## config.mk

```make
export PLATFORM = sky130hd
export DESIGN_NAME = dmem_arbiter
export DESIGN_NICKNAME = d
export VERILOG_FILES = /design/src/rtl/dmem_arbiter.sv
export SDC_FILE = /design/constraint.sdc
export NUM_CORES = 1
export LEC_CHECK = 0
export CAP_MARGIN = 20
export CORE_ASPECT_RATIO = 0.5
export CORE_MARGIN = 8
export CORE_UTILIZATION = 37
export CTS_CLUSTER_DIAMETER = 80
export DETAILED_ROUTE_END_ITERATION = 6
export PLACE_DENSITY = 0.87
export SYNTH_ARGS = -nofsm -noshare
export SYNTH_HDL_FRONTEND = slang
export SYNTH_SLANG_ARGS = --single-unit
```

## constraint.sdc

```tcl
create_clock -name clk -period 2.9 [get_ports clk]
set_clock_uncertainty 0.1 [all_clocks]
set_input_delay 0.29 -clock clk [delete_from_list [all_inputs] [get_ports clk]]
set_output_delay 0.29 -clock clk [all_outputs]
set_load 0.1 [all_outputs]
```

## src/rtl/dmem_arbiter.sv

```systemverilog
// Arbitrates one data-memory access per cycle between the processor and a debug/loader port.
// Define ARB_ROUND_ROBIN_EN for round-robin conflict resolution; otherwise the processor has fixed priority.
module dmem_arbiter #(
    parameter int ADDR_W = 9,
    parameter int DATA_W = 32
) (
    input  logic              clk,
    input  logic              rst,
    input  logic              cpu_req,
    input  logic              cpu_we,
    input  logic [ADDR_W-1:0] cpu_addr,
    input  logic [DATA_W-1:0] cpu_wdata,
    output logic              cpu_gnt,
    output logic              cpu_rvalid,
    output logic [DATA_W-1:0] cpu_rdata,
    input  logic              dbg_req,
    input  logic              dbg_we,
    input  logic [ADDR_W-1:0] dbg_addr,
    input  logic [DATA_W-1:0] dbg_wdata,
    output logic              dbg_gnt,
    output logic              dbg_rvalid,
    output logic [DATA_W-1:0] dbg_rdata,
    output logic              mem_we,
    output logic [ADDR_W-1:0] mem_addr,
    output logic [DATA_W-1:0] mem_din,
    input  logic [DATA_W-1:0] mem_dout,
    output logic [15:0]       conflict_cnt
);

    typedef enum logic [1:0] {IDLE, GNT_CPU, GNT_DBG} arbState_t;

    arbState_t state;
    arbState_t nextState;
    logic      cpuEligible;
    logic      dbgEligible;
    logic      bothEligible;
`ifdef ARB_ROUND_ROBIN_EN
    logic      preferDbg;
`endif

    // The owner of this cycle's access may not win the next one, so conflicts only arise from IDLE.
    always_comb begin
        cpuEligible  = cpu_req && (state != GNT_CPU);
        dbgEligible  = dbg_req && (state != GNT_DBG);
        bothEligible = cpuEligible && dbgEligible;
        nextState    = IDLE;
        if (bothEligible) begin
`ifdef ARB_ROUND_ROBIN_EN
            nextState = preferDbg ? GNT_DBG : GNT_CPU;
`else
            nextState = GNT_CPU;
`endif
        end else if (cpuEligible) begin
            nextState = GNT_CPU;
        end else if (dbgEligible) begin
            nextState = GNT_DBG;
        end
    end

    assign cpu_rdata = cpu_rvalid ? mem_dout : '0;
    assign dbg_rdata = dbg_rvalid ? mem_dout : '0;

    always_ff @(posedge clk or negedge rst) begin
        if (!rst) begin
            state        <= IDLE;
            cpu_gnt      <= 1'b0;
            dbg_gnt      <= 1'b0;
            cpu_rvalid   <= 1'b0;
            dbg_rvalid   <= 1'b0;
            mem_we       <= 1'b0;
            mem_addr     <= '0;
            mem_din      <= '0;
            conflict_cnt <= '0;
`ifdef ARB_ROUND_ROBIN_EN
            preferDbg    <= 1'b0;
`endif
        end else begin
            state      <= nextState;
            cpu_gnt    <= (nextState == GNT_CPU);
            dbg_gnt    <= (nextState == GNT_DBG);
            // Memory returns read data one cycle after the grant cycle in which it sampled the address.
            cpu_rvalid <= (state == GNT_CPU) && !mem_we;
            dbg_rvalid <= (state == GNT_DBG) && !mem_we;
            case (nextState)
                GNT_CPU: begin
                    mem_we   <= cpu_we;
                    mem_addr <= cpu_addr;
                    mem_din  <= cpu_wdata;
                end
                GNT_DBG: begin
                    mem_we   <= dbg_we;
                    mem_addr <= dbg_addr;
                    mem_din  <= dbg_wdata;
                end
                default: begin
                    mem_we   <= 1'b0;
                end
            endcase
            if (bothEligible && (conflict_cnt != 16'hFFFF)) begin
                conflict_cnt <= conflict_cnt + 16'd1;
            end
`ifdef ARB_ROUND_ROBIN_EN
            if (nextState == GNT_CPU) begin
                preferDbg <= 1'b1;
            end else if (nextState == GNT_DBG) begin
                preferDbg <= 1'b0;
            end
`endif
        end
    end

endmodule

```

==> results.txt, run 1 <==
Status - completed
Simple-gate area share of the yosys netlist - 28.6%
Die ar. - 12300 µm²
Post-synthesis sequential area ratio - 48.4%
Bufs on Longest Clock Path - 2
Die height - 82.4 µm
Final setup fails - 0
Core area - 8620 µm²
Initial Utilization - 37.8%
Finished Layout Cells - 665
Fin crit share - 77.3%
Post-synthesis adder-cell area fraction - 0.384%
Most common flop cell mapped by yosys - dfrtp_1
Clock latency on the worst-skew pair - 0.32 ns
Worst R2R Start - dbg_gnt
Drt via density - 5.05
Final Hold Viols - 0
Detailed-route DRC error count - 0
WL per Instance - 20.1 µm
RSZ-0062 raised after global routing - false
Initial antenna violation count - 0
Slew Limit Headroom - 41.3%
RR Endpoint - mem_din[11]
Slowest cell on crit path - dfrtp_1
Crit path max-delay family - flip-flops
Max-slew violation count - 0
Crit path kind - register to primary output
Nets - 664
Total stage count of the critical path - 2
Die W - 149 µm
Cts bufs inserted - 9
Avg Inst Size Synth - 10.8 µm²
PwrDens - 759 nW/µm²
Critical path cell sequence - and2_1 -> buf_4
CTS tree - built
Xor/xnor cell area share of the yosys netlist - 3.76%
Worst Setup Start Kind - register
Final setup TNS - 0 ns
Worst-margin pin slew - 0.880 ns
Layout cells sized above 1 - 29.6%
Number of library cell types mapped by synthesis - 36
Total grt overflow - 0
Synth area leader - dfrtp_1
Share of the synthesized area in the top cell type - 48.4%
Max IR drop VDD - 452 µV
Final ANT Viol Nets - 0
Total power - 4.39 mW
Largest family of logic cells by synthesized area - simple AND/OR/NAND/NOR gates
Syn. warnings - 0
Vias in the first global route - 3361
Synth area leaders - dfrtp_1, and2_1, a221o_1
Pleak - 2.76 nW
Clock transition at path regs - 0.05 ns
Setup slack after placement - 0.546 ns
Global-route wire length before repair - 19900 µm
FMAX - 0.446 GHz
Fin crit period - 2.24 ns
Cell count after synthesis - 303
Worst Slack Setup Final - 0.659 ns
Routed wire length - 13400 µm
Synth-to-Final Area Change - 77.5%
CP Buf/Inv Count - 1
All-layer global routing usage - 21.1%
Port bufs - 245
H-Tree Depth - 3
Placed Instances - 648
Asr flop ratio synth - 100%
Pin count of the biggest net entering global routing - 39
Post-synthesis mux area share - 0.691%
Critical path arrival - 1.85 ns
WHS - 0.267 ns
Final Wtd Congestion - 0.843
DP Wirelength - 10400 µm
WP data required - 2.51 ns
Synth Register Bits - 63
Final core utilization - 67.1%
Antenna fix cells - 0
Clk root buf - clkbuf_16
Via count - 3355
Syn Nets - 424
Clk sinks - 63
Reg2Reg Setup Slack - 0.85 ns
# rows - 24
Initial DRC count - 299
CP max stage delay - 0.91 ns
EDFF count, synth - 0
Hold Crit Class - input port to asynchronous set/reset pin
Placed Area - 5480 µm²
Boundary pin count - 246
Fin area - 5780 µm²
Critical Path End Type - primary output
Reg2reg path depth - 6
Max Cap Viol - 0
Critical Path Fanout Max - 33
Post-synthesis compound-gate area fraction - 14.9%
Post-CTS Setup Inserts - 0
Mapped Area - 3260 µm²
Drt pass-1 iters - 5
==> cells by family (layout without fill, tap and decap cells) <==
logic type	Yosys count	in the layout
fa+ha+maj	1	1
xor+xnor	14	14
flops	63	63
compound gates	50	50
buf+inv	25	270
simple gates	148	148
mux	2	2
==> how the worst max path moves through the flow <==
stage / startpoint / end
6_report: cpu_rvalid / cpu_rdata[2]
5_1_grt: cpu_rvalid / cpu_rdata[2]
4_1_cts: cpu_rvalid / cpu_rdata[2]
3_5_place_dp: cpu_req / mem_din[28]
3_3_place_gp: cpu_req / mem_din[11]
2_1_floorplan: cpu_rvalid / cpu_rdata[31]
==> layer usage <==
metal / part of all wire (%) / up-vias / global-route usage [%]
li1: - / 1594 / -
met1: 41 / 1636 / 25.7
met2: 53 / 109 / 38.2
met3: 4.2 / 16 / 3.92
met4: 1.5 / 0 / 6.39
met5: 0 / - / 0
==> synthesized netlist by cell type (2+ instances only) <==
| library cell | n |
|---|---|
| and4_1 | 4 |
| a21oi_1 | 3 |
| xor2_1 | 5 |
| nor2_1 | 4 |
| nand2_1 | 8 |
| clkbuf_1 | 13 |
| a221o_1 | 34 |
| nand2b_1 | 8 |
| inv_1 | 2 |
| mux2_2 | 2 |
| and3_1 | 38 |
| buf_2 | 9 |
| nand4_1 | 5 |
| xnor2_1 | 9 |
| and2_1 | 66 |
| dfrtp_1 | 63 |
| o221a_2 | 7 |
| nand3_1 | 5 |
==> cell usage in the layout (no fill, tap or decap), drive strengths merged, types with 2 or more instances in the layout <==
| cell type | Yosys | routed |
|---|---|---|
| a21oi | 3 | 3 |
| a221o | 34 | 34 |
| and2 | 67 | 67 |
| and3 | 38 | 38 |
| and4 | 4 | 4 |
| buf | 9 | 132 |
| clkbuf | 13 | 13 |
| clkdlybuf4s50 | 0 | 118 |
| dfrtp | 63 | 63 |
| inv | 3 | 3 |
| mux2 | 2 | 2 |
| nand2 | 8 | 8 |
| nand2b | 8 | 8 |
| nand3 | 5 | 5 |
| nand4 | 5 | 5 |
| nor2 | 4 | 4 |
| nor3 | 2 | 2 |
| nor4 | 2 | 2 |
| o221a | 7 | 7 |
| xnor2 | 9 | 9 |
| xor2 | 5 | 5 |
==> cell type report <==
| class | instances | area, µm² |
|---|---|---|
| clock buffers | 13 | 250 |
| clock inverters | 3 | 42.5 |
| fillers | 685 | 2830 |
| inverters | 3 | 11.3 |
| multi-input cells | 215 | 1580 |
| flip-flops and latches | 63 | 1580 |
| well taps | 117 | 146 |
| repair buffers | 251 | 2180 |
==> flip-flops by register name, summed over array words and instances (netlist names) <==
register and cells:
dbg_gnt 1, cpu_gnt 1, conflict_cnt 16, mem_addr 9
dbg_rvalid 1, cpu_rvalid 1, state 1, mem_din 32
mem_we 1
==> power by group <==
group | total, mW | internal [mW] | switching (mW)
Clock | 1.06 | 0.688 | 0.374
Sequential | 1.16 | 1.02 | 0.140
Combinational | 2.17 | 0.529 | 1.64
Total | 4.39 | 2.23 | 2.16
==> repair_timing <==
item	CTS	global route
endpoints found under the hold margin	9	0
hold buffers	1	0
gates resized for setup	0	0
Note: power is estimated with default switching activity, not from simulation.
==> inputs of run 2 (changes only) <==
CORE_UTILIZATION = 31   (was 37)
PLACE_DENSITY = 0.78   (was 0.87)
clock period = 1.9 ns   (was 2.9 ns; I/O delays follow)
==> results.txt, run 2 (same netlist as run 1, synthesis figures left out) <==
Status - completed (unchanged)
Nets - 677 (was 664)
Max IR drop VDD - 579 µV (was 452 µV)
Worst-margin pin slew - 0.524 ns (was 0.880 ns)
Finished Layout Cells - 702 (was 665)
Reg2reg path depth - 5 (was 6)
WHS - 0.320 ns (was 0.267 ns)
Fin crit share - 96.3%
Fin crit period - 1.83 ns
Core area - 10200 µm² (was 8620 µm²)
Placed Instances - 684 (was 648)
Critical Path Fanout Max - 4 (was 33)
Final Wtd Congestion - 0.840 (was 0.843)
Final setup fails - 0 (unchanged)
Pin count of the biggest net entering global routing - 41 (was 39)
RR Endpoint - conflict_cnt[1] (was mem_din[11])
Synth-to-Final Area Change - 114% (was 77.5%)
CTS tree - built (unchanged)
Total grt overflow - 0 (unchanged)
Total stage count of the critical path - 5 (was 2)
Clk sinks - 63 (unchanged)
Max-slew violation count - 0 (unchanged)
Critical path cell sequence - ha_1 -> and3_1 -> and4_1 -> nor2_1 -> mux2_2 (was and2_1 -> buf_4)
Leading cell types in the layout, fill and taps excluded - clkdlybuf4s50_1, buf_12, buf_4 (was buf_4, clkdlybuf4s50_1, and2_1)
Drt pass-1 iters - 4 (was 5)
Boundary pin count - 246 (unchanged)
Pleak - 3.10 nW (was 2.76 nW)
CP max stage delay - 0.47 ns (was 0.91 ns)
CTS resizes - 0 (unchanged)
Initial antenna violation count - 1 (was 0)
Biggest register - mem_din (unchanged)
Max Cap Viol - 0 (unchanged)
Final ANT Viol Nets - 0 (unchanged)
RSZ-0062 raised after global routing - false (unchanged)
Initial Utilization - 31.9% (was 37.8%)
Layout cells sized above 1 - 46.0% (was 29.6%)
Final core utilization - 68.3% (was 67.1%)
Via count - 3518 (was 3355)
Global-route wire length before repair - 22700 µm (was 19900 µm)
Reg2Reg Setup Slack - 0.07 ns (was 0.85 ns)
Hold Crit Class - input port to asynchronous set/reset pin (unchanged)
Worst R2R Start - conflict_cnt[0] (was dbg_gnt)
Commonest non-fill, non-tap cell in the layout - clkdlybuf4s50_1 (was buf_4)
Crit path max-delay family - simple AND/OR/NAND/NOR gates (was flip-flops)
Slew Limit Headroom - 65.1% (was 41.3%)
DP Wirelength - 12100 µm (was 10400 µm)
Port bufs - 245 (unchanged)
Crit path kind - register to register (was register to primary output)
Die ar. - 14300 µm² (was 12300 µm²)
Largest registers - mem_din (32), conflict_cnt (16), mem_addr (9) (unchanged)
Cts bufs inserted - 9 (unchanged)
Routed wire length - 15000 µm (was 13400 µm)
Detailed-route DRC error count - 0 (unchanged)
Critical Path End Type - register (was primary output)
Clk root buf - clkbuf_16 (unchanged)
Bufs on Longest Clock Path - 2 (unchanged)
Initial DRC count - 327 (was 299)
H-Tree Depth - 3 (unchanged)
Vias in the first global route - 3663 (was 3361)
Setup slack after placement - -0.0831 ns (was 0.546 ns)
FMAX - 0.547 GHz
Drt via density - 5.01 (was 5.05)
Die height - 88.5 µm (was 82.4 µm)
Critical path arrival - 1.93 ns (was 1.85 ns)
Max reg flops - 32 (unchanged)
Worst Setup Start Kind - register (unchanged)
Slowest cell on crit path - dfrtp_4 (was dfrtp_1)
CP Buf/Inv Count - 0 (was 1)
Clock transition at path regs - 0.05 ns (about the same)
Die W - 161 µm (was 149 µm)
Fillers - 740 (was 685)
Final Hold Viols - 0 (unchanged)
WP data required - 2.00 ns (was 2.51 ns)
Worst Slack Setup Final - 0.0703 ns (was 0.659 ns)
WL per Instance - 21.4 µm (was 20.1 µm)
PwrDens - 1060 nW/µm² (was 759 nW/µm²)
Clock latency on the worst-skew pair - 0.32 ns (about the same)
All-layer global routing usage - 20.7% (was 21.1%)
# rows - 26 (was 24)
-- run 2: layer usage --
layer / vias up / track usage, % / share of wire, %
met1: 1765 / 22.6 / 38
met2: 107 / 39.9 / 55
met3: 24 / 4.64 / 3.8
met5: - / 0 / 0
met4: 0 / 6.42 / 2.4
li1: 1622 / - / -
-- run 2: how the worst max path moves through the flow --
stage                          startpoint         endpoint  slack [ns]
after global placement            dbg_req  conflict_cnt[1]       -0.05
after floorplan           conflict_cnt[0]  conflict_cnt[1]       -0.09
after detailed placement          cpu_req  conflict_cnt[1]       -0.08
after CTS                 conflict_cnt[0]  conflict_cnt[1]        0.07
final                     conflict_cnt[0]  conflict_cnt[1]        0.07
after global routing      conflict_cnt[0]  conflict_cnt[1]        0.01
-- run 2: power breakdown --
part | switching [mW] | total, mW | internal (mW) | leakage (nW)
Clock | 0.563 | 1.82 | 1.25 | 0.166
Combinational | 2.62 | 3.79 | 1.17 | 2.18
Sequential | 0.206 | 1.79 | 1.58 | 0.750
-- run 2: metrics by stage --
stage          area [µm²]  TNS, ns  total power [mW]
6_report             6970        0              7.39
5_1_grt              6970        0              7.62
4_1_cts              6970        0              7.45
3_5_place_dp         6630  -0.0831              5.60
3_3_place_gp         6630  -0.0529              5.54
2_1_floorplan        3390   -0.203              4.24
-- run 2: final cells by class --
class | instances | area [µm²] | share of cell area [%]
Multi-Input combinational cell | 215 | 1660 | 23.8
Timing Repair Buffer | 264 | 3180 | 45.6
Antenna cell | 1 | 2.50 | 0.0359
Clock buffer | 13 | 270 | 3.88
Clock inverter | 3 | 65.1 | 0.933
Tap cell | 140 | 175 | 2.51
Sequential cell | 63 | 1610 | 23.1
Inverter | 3 | 11.3 | 0.161
-- run 2: what timing repair did --
action,4_1_cts,5_1_grt
hold buffers,1,0
hold endpoints to repair,63,0
setup buffers,0,0
-- run 2: tightest hold or removal path, delay by kind of cell --
family                 cells  cell delay [ns]
buffers and inverters      3             0.94
